<file path="config.mk">
export PLATFORM = sky130hd
export DESIGN_NAME = dist_mem_bank
export DESIGN_NICKNAME = d
export VERILOG_FILES = /design/src/rtl/dist_mem_bank.sv
export SDC_FILE = /design/constraint.sdc
export NUM_CORES = 1
export LEC_CHECK = 0
export CAP_MARGIN = 5
export CORE_MARGIN = 8
export CORE_UTILIZATION = 59
export CTS_CLUSTER_SIZE = 12
export DETAILED_ROUTE_END_ITERATION = 8
export GPL_TIMING_DRIVEN = 0
export PLACE_DENSITY = 0.89
export SLEW_MARGIN = 20
export SYNTH_ARGS = -nofsm -noshare
export SYNTH_HDL_FRONTEND = slang
export SYNTH_SLANG_ARGS = --single-unit
export TNS_END_PERCENT = 1
</file>
<file path="constraint.sdc">
create_clock -name clk -period 10.54 [get_ports clk]
set_input_delay 2.108 -clock clk [delete_from_list [all_inputs] [get_ports clk]]
set_output_delay 2.108 -clock clk [all_outputs]
set_load 0.01 [all_outputs]
</file>
<file path="src/rtl/dist_mem_bank.sv">
// Multi-channel distance buffer: entries are written across all channels at once,
// then streamed out in order with a valid/ready handshake on a dump request.
module dist_mem_bank #(
  parameter int WIDTH      = 16,
  parameter int ADDR_WIDTH = 3,
  parameter int DEPTH      = 8,
  parameter int NUM_CH     = 4
) (
  input  logic                     clk,
  input  logic                     rst_n,
  input  logic                     wr_valid,
  input  logic [NUM_CH*WIDTH-1:0]  wr_data,
  output logic                     wr_ready,
  input  logic                     dump_start,
  output logic                     out_valid,
  input  logic                     out_ready,
  output logic [NUM_CH*WIDTH-1:0]  out_data,
  output logic [ADDR_WIDTH-1:0]    out_addr,
  output logic [ADDR_WIDTH:0]      count,
  output logic                     full,
  output logic                     dump_done
);

  typedef enum logic [1:0] {IDLE, PREFETCH, DUMP, DONE} state_e;

  localparam logic [ADDR_WIDTH:0]   DEPTH_C = (ADDR_WIDTH+1)'(DEPTH);
  localparam logic [ADDR_WIDTH:0]   ONE_W   = (ADDR_WIDTH+1)'(1);
  localparam logic [ADDR_WIDTH-1:0] ONE_A   = ADDR_WIDTH'(1);

  state_e                    state_q;
  logic [ADDR_WIDTH:0]       count_q;
  logic [ADDR_WIDTH:0]       wr_ptr_q;
  logic [ADDR_WIDTH-1:0]     rd_ptr_q;
  logic [ADDR_WIDTH-1:0]     rd_addr;
  logic                      out_valid_q;
  logic                      dump_done_q;
  logic [NUM_CH*WIDTH-1:0]   out_data_q;
  logic [NUM_CH*WIDTH-1:0]   rd_word;
  logic                      wr_fire;
  logic                      out_fire;
  logic                      last_entry;

  assign full       = (count_q == DEPTH_C);
  assign wr_ready   = (state_q == IDLE) && !full;
  assign wr_fire    = wr_valid && wr_ready;
  assign out_fire   = out_valid_q && out_ready;
  assign last_entry = (({1'b0, rd_ptr_q} + ONE_W) == count_q);

  // In DUMP the next entry is fetched ahead so a handshake causes no bubble.
  assign rd_addr = (state_q == DUMP) ? rd_ptr_q + ONE_A : rd_ptr_q;

  for (genvar ch = 0; ch < NUM_CH; ch++) begin : g_ch
    logic [WIDTH-1:0] mem_q [DEPTH];

    always_ff @(posedge clk) begin
      if (wr_fire) begin
        mem_q[wr_ptr_q[ADDR_WIDTH-1:0]] <= wr_data[ch*WIDTH +: WIDTH];
      end
    end

    assign rd_word[ch*WIDTH +: WIDTH] = mem_q[rd_addr];
  end

  always_ff @(posedge clk or negedge rst_n) begin
    if (!rst_n) begin
      state_q     <= IDLE;
      count_q     <= '0;
      wr_ptr_q    <= '0;
      rd_ptr_q    <= '0;
      out_valid_q <= 1'b0;
      dump_done_q <= 1'b0;
      out_data_q  <= '0;
    end else begin
      dump_done_q <= 1'b0;
      case (state_q)
        IDLE: begin
          if (wr_fire) begin
            wr_ptr_q <= wr_ptr_q + ONE_W;
            count_q  <= count_q + ONE_W;
          end
          // A write accepted in the same cycle counts toward the dump.
          if (dump_start) begin
            if (count_q != '0 || wr_fire) begin
              state_q  <= PREFETCH;
              rd_ptr_q <= '0;
            end else begin
              state_q     <= DONE;
              dump_done_q <= 1'b1;
            end
          end
        end
        PREFETCH: begin
          out_data_q  <= rd_word;
          out_valid_q <= 1'b1;
          state_q     <= DUMP;
        end
        DUMP: begin
          if (out_fire) begin
            if (last_entry) begin
              out_valid_q <= 1'b0;
              dump_done_q <= 1'b1;
              state_q     <= DONE;
            end else begin
              rd_ptr_q   <= rd_ptr_q + ONE_A;
              out_data_q <= rd_word;
            end
          end
        end
        DONE: begin
          count_q  <= '0;
          wr_ptr_q <= '0;
          state_q  <= IDLE;
        end
        default: state_q <= IDLE;
      endcase
    end
  end

  assign out_valid = out_valid_q;
  assign out_data  = out_data_q;
  assign out_addr  = rd_ptr_q;
  assign count     = count_q;
  assign dump_done = dump_done_q;

endmodule
</file>
==> results.md <==
- Status: finished clean
- Max-cap violations: 0
- Most common cell in the netlist: edfxtp_1
- Setup violators final: 0
- Die H: 213 um
- Via/cell ratio: 6.13
- Gpl congestion: 0.757
- P_sw: 2.52 mW
- Critical Path AT: 4.77 ns
- CTS sink cnt: 590
- FFs w/ async S/R, synth: 13.2%
- Syn Nets: 1,354
- IO Pins: 144
- Wirelength per Cell: 25.2 um
- Critical Path Start Type: input pin
- Mean Syn Cell Area: 17.9 um2
- WL met1: 20.1 mm
- Core Footprint: 38,400 um2
- Lkg Pwr: 9.01 nW
- Yosys warnings: 0
- Synth top area share: 67.4%
- GRT overflow: 0
- Top_reg_cell synth: edfxtp_1
- Drt first pass iters: 6
- Number of synthesized flops with an enable pin: 512
- Reg power frac: 38.4%
- DIE AREA: 45,200 um2
- Num CTS Buffers: 56
- Hold-fix buffers, CTS: 0
- Clock root cell: clkbuf_16
- First-pass GRT wire length: 79.6 mm
- DR top layer: met5
- Total power: 7.75 mW
- Seq/Total Area, Yosys: 76.0%
- Pint: 5.23 mW
- CTS clock-pin slew for the worst setup and hold paths: 0.06 ns
- Syn Std Cell Area: 22,800 um2
- Total number of vias: 12.8k
- DRT antenna net count: 0
- DR DRC count: 0
- Max_slew headroom: 39.8%
- Final worst path period share: 42.7%
- Post-Syn Instances: 1,276
- Met3 WL: 4.00 mm
- Wirelength, routed: 52.8 mm
- Setup Fix Bufs, Post-CTS: 0
- Power density cells: 286 nW/um2
- Max Freq: 222 MHz
- Clock network fraction of total power: 23.5%
- Initial antenna violation count: 5
- Flops & latches, synth: 590
- CP Capture Type: register
- Site row count: 72
- Worst skew pair latency: 0.58 ns
- Final min period: 4.50 ns
- Area added between synthesis and finish: 19.0%
- CTS tree: done
- Overall Global Routing Usage: 23.2%
- Post-DP HPWL: 33.7 mm
- Initial Utilization: 59.4%
- Top post-synthesis cells by area: edfxtp_1 67%, mux2i_1 8.6%, dfrtp_1 8.6%
- Top post-synthesis cells by count: 512 x edfxtp_1, 196 x mux2i_1, 137 x nand2_1, 78 x dfrtp_1
- Final nets: 1,609
- PortBufs: 143
- Final Skew: 0.0195 ns
- Met2 wire length: 27.2 mm
- Combinational share of power: 38.1%
- Yosys cell types: 51
- Max Slew Vio Count: 0
- Final hold vios: 0
- Clock Tree Buf Depth: 3
- RSZ-0062 raised after global routing: false
- Biggest area consumer among synthesized cells: edfxtp_1
- Resize count post-CTS: 0
- R2R setup slack: 7.04 ns
- Slew @ Worst Pin: 0.886 ns
- H-tree depth: 2
- Hold crit path type: register to register
- Required @ worst endpoint: 10.81 ns
- Hold_ws: 0.491 ns
- Fillers: 2,293
- Critical path type: input pin to register
- Net Sw Frac: 32.5%
- Max rail drop VDD: 152 uV
- Die X: 213 um
- Initial drt markers: 1,312
- Vias in the first global route: 13.4k
- Crit path max fanout: 10
- Largest net degree at the start of global routing: 45
- Share of layout cells above drive strength 1: 15.7%
## power by group through the flow
stage | Combinational [mW] | Clock (mW) | Sequential (mW)
4_1_cts | 2.96 | 1.83 | 2.98
3_3_place_gp | 2.78 | 0 | 3.04
3_5_place_dp | 2.91 | 0 | 3.02
5_1_grt | 3.14 | 1.93 | 3.00
2_1_floorplan | 1.82 | 0 | 3.07
6_report | 2.95 | 1.82 | 2.98
## routing by layer
metal / track usage, % / up-vias
met3: 4.16 / 112
met4: 7.50 / 4
met1: 29.4 / 6503
met2: 40.3 / 630
li1: - / 5597
met5: 0 / -
## kinds of logic after synthesis
kind of cell	count (synthesis)	synth area share, %
buffers and inverters	83	2.08
AO/OA/AOI/OAI	160	6.34
AND/OR/NAND/NOR	167	3.00
adder cells (fa/ha/maj)	9	0.494
flip-flops	590	76.0
multiplexers	263	11.9
XOR/XNOR	4	0.154
## path summary, 6_finish.rpt
kind                               from             endpoint  cells past startpoint
max                            wr_valid  g_ch[0].mem_q[0][0]                      8
min                        out_data[12]         out_data[12]                      1
max reg2reg                  state_q[1]  g_ch[0].mem_q[0][0]                     10
min reg2reg                out_data[12]         out_data[12]                      1
max in group asynchronous         rst_n         out_data[34]                      2
min in group asynchronous         rst_n          out_data[8]                      1
## through the flow
stage | setup WS [ns] | util (%) | area (um2) | setup TNS [ns] | instances
floorplan | 1.37 | - | 22800 | 0 | 1276
global placement | -4.03 | 64.8 | 24900 | -573.14 | 1937
detailed placement | 5.48 | 66.4 | 25500 | 0 | 1991
CTS | 6.06 | 70.6 | 27100 | 0 | 2093
global route | 5.92 | 70.7 | 27100 | 0 | 2096
finish | 6.04 | 70.7 | 27100 | 0 | 2097
## registers in the layout (all words and copies together), names as in the netlist
register,count
count,4
dump_done,1
g_ch.mem_q,512
out_addr,3
out_data,64
out_valid,1
state_q,2
wr_ptr_q,3
## area by class of cell
type / instances / area, um2 / share of cell area [%]
Sequential cell: 590 / 17300 / 63.9
Multi-Input combinational cell: 603 / 5050 / 18.6
Timing Repair Buffer: 197 / 1990 / 7.33
Clock buffer: 100 / 1620 / 5.96
Tap cell: 518 / 648 / 2.39
Buffer: 73 / 437 / 1.61
Inverter: 10 / 37.5 / 0.138
Clock inverter: 2 / 10.0 / 0.0369
Antenna cell: 4 / 10.0 / 0.0369
## placed cells by master (no fill, tap or decap), types with 2 or more instances in the layout
cell / synthesis / final
edfxtp_1: 512 / 512
mux2i_1: 196 / 196
clkdlybuf4s50_1: 0 / 142
nand2_1: 137 / 137
dfrtp_1: 78 / 78
a32o_1: 64 / 64
a221oi_1: 64 / 64
mux2_2: 57 / 57
clkbuf_16: 0 / 57
buf_2: 43 / 54
clkbuf_1: 13 / 53
buf_4: 3 / 30
buf_6: 13 / 20
inv_1: 10 / 10
o21ai_0: 9 / 9
mux2_1: 9 / 9
ha_1: 9 / 9
nand3_1: 6 / 6
buf_12: 0 / 6
diode_2: 0 / 4
nor3_2: 1 / 4
buf_16: 0 / 4
nor2_1: 6 / 3
nand2b_1: 3 / 3
nor2_4: 0 / 3
a21oi_1: 3 / 3
clkbuf_8: 0 / 3
xor2_1: 2 / 2
xnor2_1: 2 / 2
o2111ai_1: 2 / 2
and3_1: 2 / 2
o41ai_1: 2 / 2
a22o_1: 2 / 2
clkinv_2: 0 / 2
## critical path, cell delays in order
cell,delay [ns]
clkdlybuf4s50_1,0.50
nand3_1,0.14
buf_1,0.32
nor4_2,0.68
buf_2,0.36
buf_2,0.20
buf_2,0.21
buf_2,0.24
Note: power is estimated with default switching activity, not from simulation.
